File: src/rtl/cpu_types_pkg.sv
// cpu_types_pkg: shared CPU types used by the pipeline and the memory arbiter.
package cpu_types_pkg;

  // Machine word: addresses and data are both 32 bits wide.
  typedef logic [31:0] word_t;

  // Status reported by the RAM for the access currently presented to it.
  typedef enum logic [1:0] {
    FREE   = 2'd0,
    BUSY   = 2'd1,
    ACCESS = 2'd2,
    ERROR  = 2'd3
  } ramstate_t;

  // Arbiter ownership of the single RAM port.
  typedef enum logic [1:0] {
    IDLE   = 2'd0,
    IGRANT = 2'd1,
    DGRANT = 2'd2
  } arb_state_t;

  // Word handed back to a requester whose access ended in a RAM error.
  localparam word_t LOAD_ERR_DEFAULT = 32'hBAD1BAD1;

endpackage

File: src/rtl/memory_arbiter.sv
// memory_arbiter: shares one RAM port between the IF fetch requester and the
// MEM data requester. Data has priority and only one access is in flight.
// Each requester sees a wait line that drops for exactly its completion cycle.
// Optional feature macro: ARB_STARVE_GUARD_EN -- after MAX_DBURST consecutive
// data grants taken while a fetch is pending, the fetch wins once.
module memory_arbiter
  import cpu_types_pkg::*;
#(
  parameter int unsigned MAX_DBURST = 4,
  parameter word_t       LOAD_ERR   = LOAD_ERR_DEFAULT
) (
  input  logic      CLK,
  input  logic      nRST,
  input  logic      iREN,
  input  word_t     iaddr,
  output logic      iwait,
  output word_t     iload,
  input  logic      dREN,
  input  logic      dWEN,
  input  word_t     daddr,
  input  word_t     dstore,
  output logic      dwait,
  output word_t     dload,
  output logic      ramREN,
  output logic      ramWEN,
  output word_t     ramaddr,
  output word_t     ramstore,
  input  word_t     ramload,
  input  ramstate_t ramstate,
  output logic      memerr
);

  // A burst limit of zero would make the guard meaningless.
  if (MAX_DBURST < 1) begin : g_bad_burst
    $error("memory_arbiter: MAX_DBURST must be at least 1");
  end

  arb_state_t state_reg;
  arb_state_t state_next;
  word_t      addr_reg;
  word_t      data_reg;
  logic       wr_reg;

  logic  d_req;
  logic  take_d;
  logic  take_i;
  logic  fetch_first;
  logic  ram_err;
  logic  ram_done;
  word_t load_word;

  // dREN and dWEN together count as a single write request.
  assign d_req     = dREN | dWEN;
  assign ram_err   = (ramstate == ERROR);
  assign ram_done  = (ramstate == ACCESS) || ram_err;
  assign load_word = ram_err ? LOAD_ERR : ramload;

`ifdef ARB_STARVE_GUARD_EN
  localparam int unsigned CNT_W = $clog2(MAX_DBURST + 1);

  logic [CNT_W-1:0] streak_reg;

  assign fetch_first = iREN && (streak_reg == CNT_W'(MAX_DBURST));

  // Count data grants that overtook a pending fetch; any fetch grant or an
  // idle cycle without a fetch request restarts the count.
  always_ff @(posedge CLK or negedge nRST) begin
    if (!nRST) begin
      streak_reg <= '0;
    end else if (take_i || (state_reg == IDLE && !iREN)) begin
      streak_reg <= '0;
    end else if (take_d && iREN && (streak_reg != CNT_W'(MAX_DBURST))) begin
      streak_reg <= streak_reg + 1'b1;
    end
  end
`else
  assign fetch_first = 1'b0;
`endif

  // Ownership state register.
  always_ff @(posedge CLK or negedge nRST) begin
    if (!nRST) begin
      state_reg <= IDLE;
    end else begin
      state_reg <= state_next;
    end
  end

  // Capture the winning request in IDLE; the RAM sees only these copies
  // while granted, so requester inputs may change freely during the access.
  always_ff @(posedge CLK or negedge nRST) begin
    if (!nRST) begin
      addr_reg <= '0;
      data_reg <= '0;
      wr_reg   <= 1'b0;
    end else if (take_d) begin
      addr_reg <= daddr;
      data_reg <= dstore;
      wr_reg   <= dWEN;
    end else if (take_i) begin
      addr_reg <= iaddr;
      data_reg <= '0;
      wr_reg   <= 1'b0;
    end
  end

  // Arbitration, RAM drive, completion/abort handling and requester outputs.
  always_comb begin
    state_next = state_reg;
    take_d     = 1'b0;
    take_i     = 1'b0;
    ramREN     = 1'b0;
    ramWEN     = 1'b0;
    ramaddr    = '0;
    ramstore   = '0;
    iwait      = 1'b1;
    dwait      = 1'b1;
    iload      = '0;
    dload      = '0;
    memerr     = 1'b0;

    if (state_reg != IDLE) begin
      ramREN   = !wr_reg;
      ramWEN   = wr_reg;
      ramaddr  = addr_reg;
      ramstore = data_reg;
    end

    unique case (state_reg)
      IDLE: begin
        if (d_req && !fetch_first) begin
          take_d     = 1'b1;
          state_next = DGRANT;
        end else if (iREN) begin
          take_i     = 1'b1;
          state_next = IGRANT;
        end
      end
      IGRANT: begin
        // A dropped request abandons the access without a completion.
        if (!iREN) begin
          state_next = IDLE;
        end else if (ram_done) begin
          iwait      = 1'b0;
          iload      = load_word;
          memerr     = ram_err;
          state_next = IDLE;
        end
      end
      DGRANT: begin
        if (!d_req) begin
          state_next = IDLE;
        end else if (ram_done) begin
          dwait      = 1'b0;
          dload      = load_word;
          memerr     = ram_err;
          state_next = IDLE;
        end
      end
      default: state_next = IDLE;
    endcase
  end

endmodule

File: config.mk
export PLATFORM = sky130hd
export DESIGN_NAME = memory_arbiter
export DESIGN_NICKNAME = d
export VERILOG_FILES = /design/src/rtl/cpu_types_pkg.sv /design/src/rtl/memory_arbiter.sv
export SDC_FILE = /design/constraint.sdc
export NUM_CORES = 1
export LEC_CHECK = 0
export ABC_AREA = 1
export CORE_MARGIN = 3
export CORE_UTILIZATION = 33
export CTS_CLUSTER_SIZE = 25
export DETAILED_ROUTE_END_ITERATION = 6
export GPL_ROUTABILITY_DRIVEN = 0
export GPL_TIMING_DRIVEN = 0
export PLACE_DENSITY = 0.91
export SETUP_SLACK_MARGIN = 0.05
export SYNTH_ARGS = -nofsm -noshare
export SYNTH_HDL_FRONTEND = slang
export SYNTH_SLANG_ARGS = --single-unit
File: constraint.sdc
create_clock -name CLK -period 1.4 [get_ports CLK]
set_input_delay 0.14 -clock CLK [delete_from_list [all_inputs] [get_ports CLK]]
set_output_delay 0.14 -clock CLK [all_outputs]
set_load 0.03 [all_outputs]
==> summary.txt, run 1 <==
Finish
  – P&R area growth vs syn: 169%
  – Commonest non-fill, non-tap cells in the layout: 169 x buf_6, 132 x clkdlybuf4s50_1, 98 x nand2_1
  – Diode count: 0
  – Share of cells above drive strength 1: 57.5%
  – Fin cells: 1,081
  – Post-route cell area: 0.0106 mm^2
  – Final Core Density: 91.6%
  – Register Area: 0.00168 mm^2
  – Filler cells: 415
  – Nets: 1,072
  – Commonest non-fill, non-tap cell in the layout: buf_6
  – Multi-input gate area: 0.00337 mm^2

Worst setup path
  – CP max stage delay: 0.42 ns
  – CP Max Fanout: 5
  – Nature of the critical path startpoint: flip-flop
  – Critical-path cell list: inv_2 > ha_4 > buf_6 > buf_6 > buf_6 > inv_4 > nor2_4 > nor2_4 > buf_6 > buf_8 > nand2_4 > nand3_2
  – Most frequent CP cell: buf_6
  – Critical path class: reg -> reg
  – CP required: 1.61 ns
  – CP arrival: 2.19 ns
  – CP endpoint kind: flip-flop
  – Critical-path top delay cell: dfrtp_1

Timing
  – Final setup margin: -0.579 ns
  – Skew final: 0.00707 ns
  – Unrepaired setup endpoints after global routing: yes
  – Worst-margin pin slew: 0.887 ns
  – Period utilization: 141%
  – Fmax: 505 MHz
  – Final setup violation count: 200
  – Max-slew violation count: 0
  – Relative slew slack: 40.9%
  – Tmin final: 1.98 ns
  – WHS: 0.363 ns
  – Final Hold Vio Count: 0
  – Total negative slack: -98.94 ns

Logic synthesis
  – Cell variety after synth: 23
  – Mapped Area: 0.00392 mm^2
  – Synth Area in Simple Gates: 32.2%
  – Number of synthesized register bits: 67
  – Mean Syn Cell Area: 6.93 um^2
  – Post-synthesis cell count: 566
  – Synth warnings: 0
  – Seq/Total Area, Yosys: 42.7%
  – Adder-cell area share of the yosys netlist: 1.28%
  – Syn nets: 705
  – Proportion of synthesized area in mux cells: 0%
  – XOR/XNOR share of the synthesized area: 0%
  – Largest family of logic cells by synthesized area: simple AND/OR/NAND/NOR gates
  – Compound-Gate Fraction of Synth Area: 9.15%

Global route
  – Total GRT Usage: 26.6%
  – Initial antenna violation count: 0
  – Global route total overflow: 0
  – Vias in the first global route: 5,222
  – First-pass GRT wire length: 27.4 mm
  – Largest net degree at the start of global routing: 68

Power and ir drop
  – Internal power: 12.5 mW
  – Pleak: 4.88 nW
  – Net Sw Frac: 46.0%
  – Peak VDD IR: 1.22 mV
  – Pwr Total: 23.1 mW
  – Clock power frac: 10.3%
  – PwrDens: 2190 mW/mm^2
  – Gate power share: 74.4%
  – Seq pwr share: 15.4%
  – Switching Power: 10.6 mW

Clocking
  – Bufs on Longest Clock Path: 2
  – Worst-path clk slew: 0.07 ns
  – Clock latency on the worst-skew pair: 0.34 ns
  – Number of H-tree levels: 3
  – CTS Root Cell: clkbuf_16
  – CTS Buf Count: 9
  – CTS tree: done
  – CTS sink cnt: 67

Placement
  – Dpl hpwl: 12.5 mm
  – Placed cell area: 0.00806 mm^2
  – Inst Count DP: 976
  – Pre-CTS WS: -1.63 ns
  – Input/output buffers: 267

Detailed routing
  – WL/cell: 21.7 um
  – Routed Antenna Nets: 0
  – First DRT Iteration DRCs: 378
  – Vias post-DR: 5,562
  – Routed wire length: 23.5 mm
  – Remaining DRCs: 0
  – First-pass iteration count of the detailed router: 5
  – Vias per cell: 5.15

Die
  – Die X-Extent: 115 um
  – Top Ports: 268
  – Core Rows: 39
  – Initial Util: 34.1%
  – Die area: 0.0132 mm^2
  – Core Footprint: 0.0115 mm^2
  – Die Height: 115 um

Job
  – Max Cap Viol: 0

Run status
  – Violated checks: negative setup slack
  – Status: finished, violations left

Hold path
  – Type of the worst min-delay path: in -> reg
cell usage after synthesis:
library cell / n / area [um^2]
nand2_1: 141 / 529
nor2_1: 96 / 360
inv_1: 92 / 345
dfrtp_1: 67 / 1680
a21oi_1: 36 / 180
nand3_1: 29 / 145
o21ai_1: 29 / 145
buf_2: 14 / 70.1
nand2_2: 12 / 75.1
clkbuf_1: 10 / 37.5
nand3_2: 10 / 100
buf_6: 6 / 67.6
buf_4: 4 / 30.0
ha_1: 4 / 50.1
o21ai_0: 4 / 20.0
inv_2: 2 / 7.51
nand4_1: 2 / 12.5
nor2_2: 2 / 12.5
nor2_4: 2 / 22.5
a211oi_1: 1 / 7.51
buf_8: 1 / 15.0
nand3b_1: 1 / 7.51
o22ai_1: 1 / 6.26
repair_timing:
| item | in CTS | in global routing |
|---|---|---|
| buffers inserted | 36 | 38 |
| hold buffers | 1 | 0 |
| setup endpoints to repair | 199 | 200 |
| resized for setup | 942 | 276 |
| hold endpoints to repair | 67 | 0 |
| gates cloned | 15 | 8 |
| pin swaps | 7 | 26 |
per-layer routing:
| layer | wire length, um | track usage (%) |
|---|---|---|
| met1 | 8420 | 31.7 |
| met2 | 12600 | 47.3 |
| met3 | 1700 | 6.58 |
| met4 | 780 | 7.82 |
| met5 | 0 | 0 |
cell families (layout without fill, tap and decap cells):
kind of cell / Yosys count / in the layout
AND/OR/NAND/NOR: 295 / 296
adder cells (fa/ha/maj): 4 / 4
buffers and inverters: 129 / 500
AO/OA/AOI/OAI: 71 / 71
flip-flops: 67 / 67
worst max-delay path: cells and delay by family (launching register included):
family / cells / cell delay (ns)
adders and majority gates: 1 / 0.20
and+or+nand+nor: 4 / 0.48
DFF: 1 / 0.42
buffers and inverters: 7 / 0.74
area by class of cell:
type	count	area share [%]
Buffer	31	4.90
Clock buffer	10	2.17
Clock inverter	6	0.699
Inverter	94	3.41
Multi-Input combinational cell	371	32.0
Sequential cell	67	15.9
Tap cell	143	1.70
Timing Repair Buffer	359	39.3
final timing paths:
kind / start / to / slack (ns) / cells past startpoint
setup / recovery: state_reg[1] / addr_reg[17] / -0.58 / 12
hold / removal: dstore[30] / data_reg[30] / 0.36 / 3
setup reg to reg: state_reg[1] / addr_reg[17] / -0.58 / 12
hold reg to reg: addr_reg[0] / addr_reg[0] / 0.49 / 2
max in group asynchronous: nRST / addr_reg[21] / 0.34 / 2
min in group asynchronous: nRST / addr_reg[22] / 0.49 / 2
power groups by stage:
stage | Combinational (mW) | Sequential, mW | Clock [mW]
after floorplan | 7.52 | 3.19 | 0
after global placement | 10.6 | 3.24 | 0
after detailed placement | 10.8 | 3.30 | 0
after CTS | 13.8 | 3.27 | 2.34
after global routing | 17.8 | 3.61 | 2.46
final | 17.2 | 3.55 | 2.37
Power figures use the tool's default switching activity.
==> run 2: changes to the inputs <==
--- a/config.mk
+++ b/config.mk
@@ -13,7 +13,7 @@
 export GPL_ROUTABILITY_DRIVEN = 0
 export GPL_TIMING_DRIVEN = 0
 export PLACE_DENSITY = 0.91
-export SETUP_SLACK_MARGIN = 0.05
+export SETUP_SLACK_MARGIN = 0.15
 export SYNTH_ARGS = -nofsm -noshare
 export SYNTH_HDL_FRONTEND = slang
 export SYNTH_SLANG_ARGS = --single-unit
==> run 2 against run 1 <==
Against the previous run: the flow still finishes with violations (negative setup slack); power down 0.53%; sequential power shrank 2%; clock power down 6%; first-iteration DRC count down 28%; count of clock-buffer cells in the layout increased by 1; worst setup slack lost 0.12 ns; routed wire length up 5.8%.
==> summary.txt, run 2 (synthesis gave the netlist of run 1 again) <==
Run status
  – Status: finished, violations left (unchanged)
  – Violated checks: negative setup slack (unchanged)

Power and ir drop
  – Clock power frac: 9.7% (was 10.3%)
  – Peak VDD IR: 1.42 mV (was 1.22 mV)
  – Seq pwr share: 15.1% (was 15.4%)
  – Net Sw Frac: 46.1% (was 46.0%)
  – Internal power: 12.4 mW (was 12.5 mW)
  – Switching Power: 10.6 mW (about the same)
  – Pwr Total: 23.0 mW (was 23.1 mW)
  – Gate power share: 75.2% (was 74.4%)
  – Pleak: 4.87 nW (was 4.88 nW)
  – PwrDens: 2160 mW/mm^2 (was 2190 mW/mm^2)

Global route
  – Global route total overflow: 0 (unchanged)
  – First-pass GRT wire length: 26.2 mm (was 27.4 mm)
  – Largest net degree at the start of global routing: 68 (unchanged)
  – Vias in the first global route: 5,078 (was 5,222)
  – Total GRT Usage: 25.3% (was 26.6%)
  – Initial antenna violation count: 0 (unchanged)

Worst setup path
  – Top delay family on crit path: buffers and inverters (unchanged)
  – FF-to-FF Start: state_reg[1] (unchanged)
  – Worst Reg2Reg Path Length in Cells: 12 (unchanged)
  – CP max stage delay: 0.86 ns (was 0.42 ns)
  – Nature of the critical path startpoint: primary input (was flip-flop)
  – CP endpoint kind: primary output (was flip-flop)
  – Critical path class: in -> out (was reg -> reg)
  – CP Max Fanout: 7 (was 5)
  – WP buf/inv: 4 (was 7)
  – FF-to-FF End: addr_reg[9] (was addr_reg[17])
  – Critical-path top delay cell: clkdlybuf4s50_1 (was dfrtp_1)
  – Critical-path cell list: clkdlybuf4s50_1 > nand3_4 > clkbuf_16 > buf_12 > a21oi_4 > buf_6 (was inv_2 > ha_4 > buf_6 > buf_6 > buf_6 > inv_4 > nor2_4 > nor2_4 > buf_6 > buf_8 > nand2_4 > nand3_2)
  – Reg2reg setup slack: -0.53 ns (was -0.58 ns)
  – CP arrival: 1.96 ns (was 2.19 ns)
  – CP required: 1.26 ns (was 1.61 ns)

Clocking
  – CTS sink cnt: 67 (unchanged)
  – Worst-path clk slew: 0.06 ns (was 0.07 ns)
  – Number of H-tree levels: 3 (unchanged)
  – CTS Root Cell: clkbuf_16 (unchanged)
  – Clock latency on the worst-skew pair: 0.32 ns (was 0.34 ns)
  – CTS tree: done (unchanged)
  – Bufs on Longest Clock Path: 2 (unchanged)
  – CTS Buf Count: 9 (unchanged)

Hold path
  – Type of the worst min-delay path: in -> reg (unchanged)
  – Worst hold path depth: 3 (unchanged)
  – Hold endpoint: data_reg[29] (was data_reg[30])
  – Min-delay src: dstore[29] (was dstore[30])

Die
  – Die Height: 115 um (unchanged)
  – Core Footprint: 0.0115 mm^2 (unchanged)
  – Die X-Extent: 115 um (unchanged)
  – Initial Util: 34.1% (unchanged)
  – Core Rows: 39 (unchanged)
  – Die area: 0.0132 mm^2 (unchanged)
  – Top Ports: 268 (unchanged)

Detailed routing
  – Vias per cell: 5.22 (was 5.15)
  – Routed Antenna Nets: 0 (unchanged)
  – WL/cell: 22.7 um (was 21.7 um)
  – First-pass iteration count of the detailed router: 4 (was 5)
  – First DRT Iteration DRCs: 273 (was 378)
  – Vias post-DR: 5,715 (was 5,562)
  – Remaining DRCs: 0 (unchanged)
  – Routed wire length: 24.8 mm (was 23.5 mm)

Timing
  – Final Hold Vio Count: 0 (unchanged)
  – Final setup violation count: 200 (unchanged)
  – Final setup margin: -0.701 ns (was -0.579 ns)
  – Period utilization: 150% (was 141%)
  – Unrepaired setup endpoints after global routing: yes (unchanged)
  – Tmin final: 2.10 ns (was 1.98 ns)
  – Max-slew violation count: 0 (unchanged)
  – Fmax: 476 MHz (was 505 MHz)
  – Worst-margin pin slew: 0.637 ns (was 0.887 ns)
  – Skew final: 0.00417 ns (was 0.00707 ns)
  – Relative slew slack: 57.5% (was 40.9%)

Finish
  – Final Core Density: 92.5% (was 91.6%)
  – Share of cells above drive strength 1: 57.2% (was 57.5%)
  – Nets: 1,084 (was 1,072)
  – Commonest non-fill, non-tap cell in the layout: buf_6 (unchanged)
  – Commonest non-fill, non-tap cells in the layout: 173 x buf_6, 132 x clkdlybuf4s50_1, 106 x nand2_1 (was 169 x buf_6, 132 x clkdlybuf4s50_1, 98 x nand2_1)
  – P&R area growth vs syn: 171% (was 169%)

Job
  – Max Cap Viol: 0 (unchanged)

Placement
  – Input/output buffers: 267 (unchanged)
  – Dpl hpwl: 12.3 mm (was 12.5 mm)
-- run 2: cell count changes in the layout (fill, tap and decap cells not counted), moves of 4 or more --
cell,delta
buf_6,+4
clkbuf_16,+6
nand2_1,+8
nand2_2,+8
nand2_4,-15
-- run 2: worst max-delay path by stage --
stage / start / end / slack (ns) / cells past startpoint
final: iREN / iload[23] / -0.70 / 6
after global routing: dWEN / dload[28] / -0.75 / 8
after CTS: state_reg[1] / ramstore[26] / -0.60 / 7
after detailed placement: ramstate[1] / dload[19] / -1.61 / 6
after global placement: nRST / addr_reg[14] / -2.15 / 1
after floorplan: state_reg[0] / addr_reg[30] / -0.02 / 9
-- run 2: stage by stage --
step                setup TNS (ns)  area [um^2]  worst slack (ns)  cells  hold WS (ns)
finish                      -93.56        10700            -0.701   1094         0.371
CTS                         -78.71         9000            -0.603   1036         0.345
global placement           -275.11         8090             -2.15    976         0.464
detailed placement         -133.74         8090             -1.61    976         0.319
floorplan                    -1.45         5240           -0.0247    566        -0.156
global route               -100.20        10700            -0.747   1093         0.375
-- run 2: layer usage --
layer | part of all wire [%] | vias up | wire length, um | track usage (%)
li1 | - | 2478 | - | -
met1 | 33 | 2812 | 8310 | 27.4
met2 | 53 | 330 | 13100 | 46.4
met3 | 7.8 | 95 | 1940 | 7.05
met4 | 5.9 | 0 | 1460 | 10.3
met5 | 0 | - | 0 | 0
-- run 2: layout make-up --
class / count / area, um^2
fill: 372 / 863
antenna: 1 / 2.50
clock buffer: 11 / 253
multi-input combinational: 371 / 3290
tap: 143 / 179
clock inverter: 5 / 36.3
buffer: 35 / 589
inverter: 94 / 360
timing repair buffer: 367 / 4270
sequential: 67 / 1680
-- run 2: worst min-delay path: cells and delay by family --
kind | cells | cell delay [ns]
compound gates | 1 | 0.05
buf+inv | 1 | 0.40
simple gates | 1 | 0.08
-- run 2: power by group through the flow --
stage / clock network, mW / logic, mW / registers, mW
floorplan: 0 / 7.61 / 3.19
global placement: 0 / 10.8 / 3.25
detailed placement: 0 / 10.9 / 3.30
CTS: 2.22 / 11.8 / 3.26
global route: 2.32 / 17.9 / 3.55
finish: 2.23 / 17.3 / 3.47
-- run 2: timing repair --
action,in CTS,in global routing
cloned,6,18
setup buffers,37,39
gates resized for setup,693,519
hold buffers,1,0
setup endpoints to repair,200,201
hold endpoints to repair,67,0
pin swaps,1,24
==> run 3: changes to the inputs <==
--- a/config.mk
+++ b/config.mk
@@ -13,6 +13,7 @@
 export GPL_ROUTABILITY_DRIVEN = 0
 export GPL_TIMING_DRIVEN = 0
 export PLACE_DENSITY = 0.91
+export REMOVE_ABC_BUFFERS = 1
 export SETUP_SLACK_MARGIN = 0.15
 export SYNTH_ARGS = -nofsm -noshare
 export SYNTH_HDL_FRONTEND = slang
==> run 3 against run 2 <==
Against the previous run: the run still ends with negative setup slack left; routed wire length down 16%; worst setup slack better by 0.20 ns; highest routed layer unchanged; sequential share of layout area up 2.8 points.
==> summary.txt, run 3 (synthesis gave the netlist of run 1 again) <==
Run status
  – Status: finished, violations left (unchanged)
  – Violated checks: negative setup slack (unchanged)

Detailed routing
  – Remaining DRCs: 0 (unchanged)
  – Vias post-DR: 5,157 (was 5,715)
  – Routed wire length: 20.8 mm (was 24.8 mm)
  – Routed Antenna Nets: 0 (unchanged)
  – WL/cell: 20.1 um (was 22.7 um)
  – First DRT Iteration DRCs: 374 (was 273)
  – First-pass iteration count of the detailed router: 4 (unchanged)
  – Vias per cell: 4.98 (was 5.22)

Worst setup path
  – CP arrival: 1.77 ns (was 1.96 ns)
  – Critical-path top delay cell: dfrtp_2 (was clkdlybuf4s50_1)
  – Critical path class: reg -> out (was in -> out)
  – CP Max Fanout: 8 (was 7)
  – CP endpoint kind: primary output (unchanged)
  – Top delay family on crit path: simple AND/OR/NAND/NOR gates (was buffers and inverters)
  – Critical-path cell list: inv_4 > ha_4 > nand3_4 > nor2_1 > buf_4 (was clkdlybuf4s50_1 > nand3_4 > clkbuf_16 > buf_12 > a21oi_4 > buf_6)
  – Nature of the critical path startpoint: flip-flop (was primary input)
  – WP buf/inv: 2 (was 4)
  – CP max stage delay: 0.43 ns (was 0.86 ns)
  – CP required: 1.26 ns (about the same)

Placement
  – Dpl hpwl: 9.78 mm (was 12.3 mm)
  – Inst Count DP: 943 (was 976)
  – Placed cell area: 0.00660 mm^2 (was 0.00809 mm^2)
  – Input/output buffers: 267 (unchanged)
  – Pre-CTS WS: -1.72 ns (was -1.61 ns)

Finish
  – Nets: 1,026 (was 1,084)
  – Commonest non-fill, non-tap cell in the layout: clkdlybuf4s50_1 (was buf_6)
  – Post-route cell area: 0.00903 mm^2 (was 0.0107 mm^2)
  – Filler cells: 679 (was 372)
  – Share of cells above drive strength 1: 47.2% (was 57.2%)
  – Diode count: 0 (was 1)
  – Commonest non-fill, non-tap cells in the layout: 131 x clkdlybuf4s50_1, 98 x nand2_1, 88 x inv_1 (was 173 x buf_6, 132 x clkdlybuf4s50_1, 106 x nand2_1)
  – Fin cells: 1,035 (was 1,094)
  – Final Core Density: 78.4% (was 92.5%)
  – P&R area growth vs syn: 130% (was 171%)

Timing
  – Worst-margin pin slew: 0.818 ns (was 0.637 ns)
  – WHS: 0.354 ns (was 0.371 ns)
  – Relative slew slack: 45.4% (was 57.5%)
  – Unrepaired setup endpoints after global routing: yes (unchanged)
  – Final Hold Vio Count: 0 (unchanged)
  – Period utilization: 136% (was 150%)
  – Final setup margin: -0.505 ns (was -0.701 ns)
  – Total negative slack: -71.55 ns (was -93.56 ns)
  – Final setup violation count: 200 (unchanged)
  – Max-slew violation count: 0 (unchanged)
  – Fmax: 525 MHz (was 476 MHz)
  – Skew final: 0.00661 ns (was 0.00417 ns)
  – Tmin final: 1.91 ns (was 2.10 ns)

Power and ir drop
  – Switching Power: 9.26 mW (was 10.6 mW)
  – Internal power: 10.5 mW (was 12.4 mW)
  – Clock power frac: 12.6% (was 9.7%)
  – PwrDens: 2190 mW/mm^2 (was 2160 mW/mm^2)
  – Peak VDD IR: 1.17 mV (was 1.42 mV)
  – Gate power share: 70.3% (was 75.2%)
  – Seq pwr share: 17.1% (was 15.1%)
  – Net Sw Frac: 46.7% (was 46.1%)
  – Pwr Total: 19.8 mW (was 23.0 mW)
  – Pleak: 4.34 nW (was 4.87 nW)

Die
  – Top Ports: 268 (unchanged)
  – Initial Util: 34.1% (unchanged)
  – Core Footprint: 0.0115 mm^2 (unchanged)
  – Die area: 0.0132 mm^2 (unchanged)
  – Die X-Extent: 115 um (unchanged)
  – Core Rows: 39 (unchanged)
  – Die Height: 115 um (unchanged)

Clocking
  – Bufs on Longest Clock Path: 2 (unchanged)
  – CTS Root Cell: clkbuf_16 (unchanged)
  – CTS tree: done (unchanged)
  – Worst-path clk slew: 0.06 ns (about the same)
  – CTS Buf Count: 9 (unchanged)
  – Number of H-tree levels: 3 (unchanged)
  – CTS sink cnt: 67 (unchanged)
  – Clock latency on the worst-skew pair: 0.33 ns (was 0.32 ns)

Hold path
  – Type of the worst min-delay path: in -> reg (unchanged)

Global route
  – Global route total overflow: 0 (unchanged)
  – Largest net degree at the start of global routing: 68 (unchanged)
  – First-pass GRT wire length: 24.4 mm (was 26.2 mm)
  – Total GRT Usage: 23.6% (was 25.3%)
  – Vias in the first global route: 4,593 (was 5,078)
  – Initial antenna violation count: 0 (unchanged)

Job
  – Max Cap Viol: 0 (unchanged)
-- run 3: cell count changes in the layout (fill, tap and decap cells not counted), sizes merged, moves of 2 or more --
cell           change
nor2               +3
clkinvlp           -3
nand3              +6
clkbuf            -19
buf               -55
nand2              +3
bufinv             +2
clkinv             +3
clkdlybuf4s15      +3
-- run 3: power by group through the flow --
stage	clock network (mW)	logic, mW	registers, mW
after floorplan	0	4.73	3.18
after global placement	0	5.73	2.97
after detailed placement	0	8.07	3.26
after CTS	2.53	9.54	3.25
after global routing	2.62	14.5	3.48
final	2.50	13.9	3.39
-- run 3: worst reg2reg max path, stage by stage, from the launching register on --
cell and delay [ns]:
dfrtp_2 0.43, inv_4 0.10, ha_4 0.18, buf_6 0.12, buf_6 0.13, inv_8 0.03
nor2_4 0.16, buf_6 0.17, nor2_4 0.06, clkbuf_16 0.17, nand2_1 0.10, nand3_2 0.08
-- run 3: final timing paths --
check / slack (ns) / startpoint / end / cells after the start
hold / removal: 0.35 / dstore[12] / data_reg[12] / 3
setup / recovery: -0.51 / state_reg[1] / iload[14] / 5
setup reg to reg: -0.44 / state_reg[1] / addr_reg[26] / 11
max in group asynchronous: 0.51 / nRST / state_reg[0] / 2
hold reg to reg: 0.48 / addr_reg[5] / addr_reg[5] / 2
min in group asynchronous: 0.39 / nRST / data_reg[11] / 2
-- run 3: layout make-up --
type,count,area (um^2),share of cell area [%]
Inverter,94,375,4.16
Sequential cell,67,1680,18.6
Multi-Input combinational cell,383,2840,31.5
Clock inverter,7,100,1.11
Clock buffer,9,225,2.49
Tap cell,143,179,1.98
Timing Repair Buffer,332,3620,40.2
-- run 3: what timing repair did --
item                                    4_1_cts  5_1_grt
cloned                                       13       15
buffers inserted                             17       30
hold buffers                                  1        0
resized for setup                           737      460
endpoints found under the setup margin      200      202
hold endpoints to repair                     67        0
pin swaps                                    18       44
-- run 3: layer usage --
metal / GRT usage, % / up-vias / routed length [um] / part of all wire (%)
met3: 5.79 / 52 / 1350 / 6.5
met4: 8.37 / 0 / 640 / 3.1
li1: - / 2389 / - / -
met1: 29.3 / 2498 / 7770 / 37
met2: 39.9 / 218 / 11000 / 53
met5: 0 / - / 0 / 0
